## src/rtl/rv_multicycle_ctrl_if.sv

```systemverilog
// Controller <-> datapath/memory bus for the RV32I multi-cycle control unit.
// master: the controller (drives control strobes, reads IR, flags, ready).
// slave : the datapath/memory side.
interface rv_multicycle_ctrl_if;
  logic [31:0] instr;
  logic        zero;
  logic        Neg;
  logic        NegU;
  logic        mem_ready;

  logic        mem_req;
  logic        adr_src;
  logic        MemWrite;
  logic        ir_write;
  logic        pc_write;
  logic        RegWrite;
  logic [1:0]  alu_src_a;
  logic [1:0]  alu_src_b;
  logic [3:0]  ALUControl;
  logic [1:0]  ResultSrc;
  logic        data_select;
  logic [3:0]  state;
  logic        instret;

  modport master (
    input  instr, zero, Neg, NegU, mem_ready,
    output mem_req, adr_src, MemWrite, ir_write, pc_write, RegWrite,
           alu_src_a, alu_src_b, ALUControl, ResultSrc, data_select,
           state, instret
  );

  modport slave (
    output instr, zero, Neg, NegU, mem_ready,
    input  mem_req, adr_src, MemWrite, ir_write, pc_write, RegWrite,
           alu_src_a, alu_src_b, ALUControl, ResultSrc, data_select,
           state, instret
  );
endinterface

```

## src/rtl/rv_multicycle_ctrl.sv

```systemverilog
// RV32I multi-cycle control unit: sequences each instruction through an FSM
// over a shared instruction/data memory port.
// USE_READY=0: accesses finish after MEM_LAT cycles; USE_READY=1: on mem_ready.
// Optional macro RV_TRAP_EN: unknown opcodes park in TRAP until reset;
// otherwise they retire as a 2-cycle NOP (DECODE -> FETCH).
module rv_multicycle_ctrl #(
  parameter int USE_READY = 0,
  parameter int MEM_LAT   = 1
) (
  input  logic                  clk,
  input  logic                  reset,
  rv_multicycle_ctrl_if.master  bus
);

  typedef enum logic [3:0] {
    S_FETCH  = 4'd0,  S_DECODE = 4'd1,  S_MEMADR = 4'd2,  S_MEMRD = 4'd3,
    S_MEMWB  = 4'd4,  S_MEMWR  = 4'd5,  S_EXR    = 4'd6,  S_EXI   = 4'd7,
    S_ALUWB  = 4'd8,  S_BRANCH = 4'd9,  S_JAL    = 4'd10, S_JALR  = 4'd11,
    S_LUI    = 4'd12, S_AUIPC  = 4'd13, S_TRAP   = 4'd14
  } state_t;

  localparam logic [6:0] OP_LOAD  = 7'b0000011;
  localparam logic [6:0] OP_STORE = 7'b0100011;
  localparam logic [6:0] OP_R     = 7'b0110011;
  localparam logic [6:0] OP_I     = 7'b0010011;
  localparam logic [6:0] OP_BR    = 7'b1100011;
  localparam logic [6:0] OP_JAL   = 7'b1101111;
  localparam logic [6:0] OP_JALR  = 7'b1100111;
  localparam logic [6:0] OP_LUI   = 7'b0110111;
  localparam logic [6:0] OP_AUIPC = 7'b0010111;

  localparam logic [3:0] ALU_ADD = 4'b0000;
  localparam logic [3:0] ALU_SUB = 4'b0001;

  localparam logic [3:0] LAT_LAST = 4'(MEM_LAT - 1);

  state_t      state_q, state_d;
  logic [3:0]  wait_q, wait_d;
  logic        access;
  logic        done;
  logic        taken;
  logic [6:0]  opcode;
  logic [2:0]  funct3;
  logic        funct7b5;
  logic        unused_instr;

  assign opcode       = bus.instr[6:0];
  assign funct3       = bus.instr[14:12];
  assign funct7b5     = bus.instr[30];
  assign unused_instr = ^{bus.instr[31], bus.instr[29:15], bus.instr[11:7]};

  // ALU operation for EXR/EXI; SUB exists only for R-type, SRA/SRAI via funct7[5].
  function automatic logic [3:0] alu_op(input logic is_r, input logic [2:0] f3,
                                        input logic f7);
    case (f3)
      3'b000:  return (is_r && f7) ? ALU_SUB : ALU_ADD;
      3'b001:  return 4'b0101;
      3'b010:  return 4'b1000;
      3'b011:  return 4'b1001;
      3'b100:  return 4'b0100;
      3'b101:  return f7 ? 4'b0111 : 4'b0110;
      3'b110:  return 4'b0011;
      default: return 4'b0010;
    endcase
  endfunction

  // Access completion and branch condition from the current state and flags.
  always_comb begin
    access = (state_q == S_FETCH) || (state_q == S_MEMRD) || (state_q == S_MEMWR);
    if (USE_READY != 0) done = access && bus.mem_ready;
    else                done = access && (wait_q == LAT_LAST);
    wait_d = (USE_READY == 0 && access && !done) ? wait_q + 4'd1 : 4'd0;
    case (funct3)
      3'b000:  taken = bus.zero;
      3'b001:  taken = !bus.zero;
      3'b100:  taken = bus.Neg;
      3'b101:  taken = !bus.Neg;
      3'b110:  taken = bus.NegU;
      3'b111:  taken = !bus.NegU;
      default: taken = 1'b0;
    endcase
  end

  // Next-state sequencing; waiting access states hold until done.
  always_comb begin
    // NOTE: every variable assigned in always_comb gets a default first so no path infers a latch.
    state_d = state_q;
    case (state_q)
      S_FETCH:  if (done) state_d = S_DECODE;
      S_DECODE: begin
        case (opcode)
          OP_LOAD, OP_STORE: state_d = S_MEMADR;
          OP_R:              state_d = S_EXR;
          OP_I:              state_d = S_EXI;
          OP_BR:             state_d = S_BRANCH;
          OP_JAL:            state_d = S_JAL;
          OP_JALR:           state_d = S_JALR;
          OP_LUI:            state_d = S_LUI;
          OP_AUIPC:          state_d = S_AUIPC;
`ifdef RV_TRAP_EN
          default:           state_d = S_TRAP;
`else
          default:           state_d = S_FETCH;
`endif
        endcase
      end
      S_MEMADR: state_d = (opcode == OP_LOAD) ? S_MEMRD : S_MEMWR;
      S_MEMRD:  if (done) state_d = S_MEMWB;
      S_MEMWR:  if (done) state_d = S_FETCH;
      S_EXR,
      S_EXI:    state_d = S_ALUWB;
`ifdef RV_TRAP_EN
      S_TRAP:   state_d = S_TRAP;
`endif
      default:  state_d = S_FETCH;
    endcase
  end

  // Decoded control outputs; everything is forced low while reset is held.
  always_comb begin
    bus.mem_req     = 1'b0;
    bus.adr_src     = 1'b0;
    bus.MemWrite    = 1'b0;
    bus.ir_write    = 1'b0;
    bus.pc_write    = 1'b0;
    bus.RegWrite    = 1'b0;
    bus.alu_src_a   = 2'd0;
    bus.alu_src_b   = 2'd0;
    bus.ALUControl  = ALU_ADD;
    bus.ResultSrc   = 2'd0;
    bus.data_select = 1'b0;
    bus.state       = 4'd0;
    bus.instret     = 1'b0;
    if (!reset) begin
      bus.state = state_q;
      case (state_q)
        S_FETCH: begin
          bus.mem_req   = 1'b1;
          bus.alu_src_b = 2'd2;
          bus.ir_write  = done;
          bus.pc_write  = done;
        end
        S_DECODE: begin
          bus.alu_src_a = 2'd1;
          bus.alu_src_b = 2'd1;
`ifndef RV_TRAP_EN
          bus.instret   = (state_d == S_FETCH);
`endif
        end
        S_MEMADR: begin
          bus.alu_src_a = 2'd2;
          bus.alu_src_b = 2'd1;
        end
        S_MEMRD: begin
          bus.mem_req = 1'b1;
          bus.adr_src = 1'b1;
        end
        S_MEMWB: begin
          bus.ResultSrc = 2'd1;
          bus.RegWrite  = 1'b1;
          bus.instret   = 1'b1;
        end
        S_MEMWR: begin
          bus.mem_req  = 1'b1;
          bus.adr_src  = 1'b1;
          bus.MemWrite = 1'b1;
          bus.instret  = done;
        end
        S_EXR: begin
          bus.alu_src_a  = 2'd2;
          bus.ALUControl = alu_op(1'b1, funct3, funct7b5);
        end
        S_EXI: begin
          bus.alu_src_a  = 2'd2;
          bus.alu_src_b  = 2'd1;
          bus.ALUControl = alu_op(1'b0, funct3, funct7b5);
        end
        S_ALUWB: begin
          bus.RegWrite = 1'b1;
          bus.instret  = 1'b1;
        end
        S_BRANCH: begin
          bus.alu_src_a  = 2'd2;
          bus.ALUControl = ALU_SUB;
          bus.pc_write   = taken;
          bus.instret    = 1'b1;
        end
        S_JAL: begin
          bus.alu_src_a = 2'd1;
          bus.alu_src_b = 2'd2;
          bus.pc_write  = 1'b1;
          bus.RegWrite  = 1'b1;
          bus.instret   = 1'b1;
        end
        S_JALR: begin
          bus.alu_src_a = 2'd2;
          bus.alu_src_b = 2'd1;
          bus.ResultSrc = 2'd2;
          bus.pc_write  = 1'b1;
          bus.RegWrite  = 1'b1;
          bus.instret   = 1'b1;
        end
        S_LUI: begin
          bus.data_select = 1'b1;
          bus.RegWrite    = 1'b1;
          bus.instret     = 1'b1;
        end
        S_AUIPC: begin
          bus.alu_src_a = 2'd1;
          bus.alu_src_b = 2'd1;
          bus.ResultSrc = 2'd2;
          bus.RegWrite  = 1'b1;
          bus.instret   = 1'b1;
        end
        default: ;
      endcase
    end
  end

  // State and wait-counter registers with synchronous reset.
  always_ff @(posedge clk) begin
    // NOTE: sequential state uses non-blocking assignments so all registers update from pre-edge values.
    if (reset) begin
      state_q <= S_FETCH;
      wait_q  <= 4'd0;
    end else begin
      state_q <= state_d;
      wait_q  <= wait_d;
    end
  end

endmodule

```

## src/flat_wrapper.sv

```systemverilog
// flat-port wrapper written by rule: the top's interface ports become plain ports
module rv_multicycle_ctrl_flat 
#(
  parameter int USE_READY = 0,
  parameter int MEM_LAT   = 1
)
  (clk, reset, bus_instr, bus_zero, bus_Neg, bus_NegU, bus_mem_ready, bus_mem_req, bus_adr_src, bus_MemWrite, bus_ir_write, bus_pc_write, bus_RegWrite, bus_alu_src_a, bus_alu_src_b, bus_ALUControl, bus_ResultSrc, bus_data_select, bus_state, bus_instret);
  rv_multicycle_ctrl_if bus_i ();
  input  logic clk;
  input  logic reset;
  input wire logic [$bits(bus_i.instr)-1:0] bus_instr;
  input wire logic [$bits(bus_i.zero)-1:0] bus_zero;
  input wire logic [$bits(bus_i.Neg)-1:0] bus_Neg;
  input wire logic [$bits(bus_i.NegU)-1:0] bus_NegU;
  input wire logic [$bits(bus_i.mem_ready)-1:0] bus_mem_ready;
  output wire logic [$bits(bus_i.mem_req)-1:0] bus_mem_req;
  output wire logic [$bits(bus_i.adr_src)-1:0] bus_adr_src;
  output wire logic [$bits(bus_i.MemWrite)-1:0] bus_MemWrite;
  output wire logic [$bits(bus_i.ir_write)-1:0] bus_ir_write;
  output wire logic [$bits(bus_i.pc_write)-1:0] bus_pc_write;
  output wire logic [$bits(bus_i.RegWrite)-1:0] bus_RegWrite;
  output wire logic [$bits(bus_i.alu_src_a)-1:0] bus_alu_src_a;
  output wire logic [$bits(bus_i.alu_src_b)-1:0] bus_alu_src_b;
  output wire logic [$bits(bus_i.ALUControl)-1:0] bus_ALUControl;
  output wire logic [$bits(bus_i.ResultSrc)-1:0] bus_ResultSrc;
  output wire logic [$bits(bus_i.data_select)-1:0] bus_data_select;
  output wire logic [$bits(bus_i.state)-1:0] bus_state;
  output wire logic [$bits(bus_i.instret)-1:0] bus_instret;
  assign bus_i.instr = bus_instr;
  assign bus_i.zero = bus_zero;
  assign bus_i.Neg = bus_Neg;
  assign bus_i.NegU = bus_NegU;
  assign bus_i.mem_ready = bus_mem_ready;
  assign bus_mem_req = bus_i.mem_req;
  assign bus_adr_src = bus_i.adr_src;
  assign bus_MemWrite = bus_i.MemWrite;
  assign bus_ir_write = bus_i.ir_write;
  assign bus_pc_write = bus_i.pc_write;
  assign bus_RegWrite = bus_i.RegWrite;
  assign bus_alu_src_a = bus_i.alu_src_a;
  assign bus_alu_src_b = bus_i.alu_src_b;
  assign bus_ALUControl = bus_i.ALUControl;
  assign bus_ResultSrc = bus_i.ResultSrc;
  assign bus_data_select = bus_i.data_select;
  assign bus_state = bus_i.state;
  assign bus_instret = bus_i.instret;
  rv_multicycle_ctrl #(.USE_READY(USE_READY), .MEM_LAT(MEM_LAT)) u_core (.clk(clk), .reset(reset), .bus(bus_i));
endmodule
```

## config.mk

```make
export PLATFORM = sky130hd
export DESIGN_NAME = rv_multicycle_ctrl_flat
export DESIGN_NICKNAME = d
export VERILOG_FILES = /design/src/rtl/rv_multicycle_ctrl_if.sv /design/src/rtl/rv_multicycle_ctrl.sv /design/src/flat_wrapper.sv
export SDC_FILE = /design/constraint.sdc
export NUM_CORES = 1
export LEC_CHECK = 0
export ABC_AREA = 1
export CORE_UTILIZATION = 33
export CTS_CLUSTER_SIZE = 16
export DETAILED_ROUTE_END_ITERATION = 7
export GPL_TIMING_DRIVEN = 0
export PLACE_DENSITY = 0.78
export SYNTH_ARGS = -nofsm -noshare
export SYNTH_HDL_FRONTEND = slang
export SYNTH_SLANG_ARGS = --single-unit
```

## constraint.sdc

```tcl
create_clock -name clk -period 1.6 [get_ports clk]
set_clock_uncertainty 0.05 [all_clocks]
set_input_delay 0.32 -clock clk [delete_from_list [all_inputs] [get_ports clk]]
set_output_delay 0.32 -clock clk [all_outputs]
set_load 0.02 [all_outputs]
```

==> results.yml <==
setup_path:
  worstPathArrival_ns: 1.76
  cp_max_fo: 4
  cp.required_ns: 1.23
  start_kind: "register"
  critPathKind: "register to output port"
  endpoint_kind: "output port"
yosys:
  synthArstFlopShare: 0
  ys.flop_type: "dfxtp_1"
  synth-edff-count: 0
  synth_seq_area_share: 0.1720
  yosysWarnings: 0
  synth-seq-cells: 8
  yosys.area.top_type_share: 0.1720
  syn_area_um2: 930.9
  netlist_instances: 169
  synth_cell_type_count: 27
  yosys-top-cells-area: "dfxtp_1 (17%), nand2_1 (15%), nor2_1 (14%), inv_1 (8.9%), nand3_1 (7.5%)"
  synth_area_per_cell_um2: 5.508
  synth_top_area_cell: "dfxtp_1"
  syn-num-nets: 209
route:
  routed_wl_um: 4856
  wl_met3_um: 397
  drc_errors: 0
  ant_nets: 0
  wl_per_cell_um: 17.34
  top_layer: "met4"
  vias: 1573
  routed_via_density: 5.618
  wl_met1_um: 1832
  dr.pass1.iters: 4
  dr_wl_met2_um: 2368
  drtIter0Drc: 56
power_and_ir_drop:
  peakVddDrop_uv: 469.1
  seq_power_share: 0.302
  powerDensity_nw_per_um2: 323.5
  power_mw: 0.6788
  comb_power_share: 0.462
  p_switching_mw: 0.2529
  p_clk_frac: 0.236
  intPower_mw: 0.4259
  p_leak_nw: 1.005
  swShare: 0.3726
final_layout:
  antenna_cells: 0
  final_cell_count_no_fill: 280
  drive_above_1_share: 0.6560
  final_common_cell: "buf_4"
  syn2layout_area_growth_pct: 125.4
  final_nets: 292
  layout_common_cells: "buf_4 (36), buf_6 (23), nand2_1 (21), nor2_4 (16), nor2_1 (15)"
floorplanning:
  pin_count: 60
  dieArea_um2: 3037
  die_h_um: 55.11
  core_um2: 2567
  rows: 18
  initial_utilization: 0.3626
  die_w_um: 55.11
clock_tree:
  clkSinkCount: 8
  root_buffer: "clkbuf_4"
  clk_pin_slew_worst_paths_ns: 0.06
  cts_tree: "yes"
  hold_buffers: 0
  cts_buffer_depth: 2
  clk-insertion-delay-late_ns: 0.25
  cts_buffers: 3
  cts.htree.levels: 1
timing:
  rsz0062_at_grt: "true"
  fin_crit_ns: 2.131
  period_share: 1.332
  setup_ws_ns: -0.5310
  slew_viol_final: 0
  worstMarginPinSlew_ns: 0.3724
  setup_violations: 19
  max_slew_margin: 0.7506
  final-hold-violation-count: 0
  hold_ws_ns: 0.5435
  clock.fmax_mhz: 469.3
global_routing:
  overflow: 0
  antenna_found_initial: 0
  track_usage: 0.2661
  grt_max_degree: 11
  grt_pass1_wl_um: 5858
  grt_pass1_vias: 1351
placement:
  dpl.hpwl_um: 2082
  post-place-cells: 236
  gp_congestion: 0.9185
  port_buffers: 37
hold_path:
  hold_class: "register to register"
run_status:
  status: "finished with violations"
  violations: "negative setup slack"
flow_run:
  drv_cap: 0
through the flow:
stage                 util  cell area, um^2  setup slack [ns]  setup TNS [ns]
floorplan                -             1003          -0.03799        -0.03799
global placement    0.5497             1411            -1.094          -19.59
detailed placement  0.5497             1411            -1.105          -19.54
CTS                 0.7013             1800           -0.3961          -2.397
global route        0.8173             2098           -0.5800          -5.631
finish              0.8173             2098           -0.5310          -4.690
critical path, stage by stage, from the launching register on:
cell and delay (ns):
dfxtp_1 0.37, nor2_1 0.21, nand2_4 0.11, nand3_1 0.14
o21ai_1 0.13, a21oi_2 0.19, nand2_2 0.09, a21oi_4 0.13
buf_6 0.13
per-layer routing:
layer  track usage  vias up
met5             0        -
met4        0.1167        0
met3       0.03825       37
met2        0.5020      117
met1        0.2896      713
li1              -      706
cells in the mapped netlist (all sizes together) (2+ instances only):
| cell | count |
|---|---|
| ha | 2 |
| nand3 | 14 |
| nor3 | 6 |
| nor2 | 44 |
| clkbuf | 2 |
| dfxtp | 8 |
| o21ai | 4 |
| nand2 | 41 |
| inv | 25 |
| a21oi | 11 |
| a31oi | 3 |
registers in the layout, indices dropped and copies added, names as in the netlist:
signal,count
u_core.state_q,4
u_core.wait_q,4
power by group through the flow:
stage	logic (mW)	registers, mW	clock network (mW)
2_1_floorplan	0.107	0.210	0
3_3_place_gp	0.201	0.210	0
3_5_place_dp	0.202	0.210	0
4_1_cts	0.242	0.203	0.152
5_1_grt	0.329	0.206	0.168
6_report	0.314	0.205	0.160
cell type report:
type	count	area (um^2)
sequential	8	177.7
buffer	2	28.78
inverter	25	111.4
tap	30	37.54
fill	143	469.2
clock buffer	3	22.52
timing repair buffer	78	693.2
multi-input combinational	134	1027
kinds of logic (layout without fill, tap and decap cells):
| kind of cell | count (synthesis) | after routing | synth area share |
|---|---|---|---|
| XOR/XNOR | 2 | 2 | 0.01882 |
| flip-flops | 8 | 8 | 0.1720 |
| buffers and inverters | 27 | 108 | 0.1089 |
| AND/OR/NAND/NOR | 107 | 107 | 0.5135 |
| AO/OA/AOI/OAI | 23 | 23 | 0.1600 |
| adder cells (fa/ha/maj) | 2 | 2 | 0.02688 |
final timing paths:
check                                   start                           end  slack, ns  cells after the start
setup / recovery  u_core.wait_q[2]$_SDFF_PP0_                   bus_instret      -0.53                      8
hold / removal    u_core.wait_q[3]$_SDFF_PP0_   u_core.wait_q[3]$_SDFF_PP0_       0.54                      2
setup reg to reg  u_core.wait_q[1]$_SDFF_PP0_  u_core.state_q[2]$_SDFF_PP0_      -0.48                     16
hold reg to reg   u_core.wait_q[3]$_SDFF_PP0_   u_core.wait_q[3]$_SDFF_PP0_       0.54                      2
repair_timing:
item                       CTS  global route
resized for setup          203            59
buffers inserted            27            17
pin swaps                   24            24
setup endpoints to repair   23            22
No activity file was read; power rests on OpenSTA's default activity.
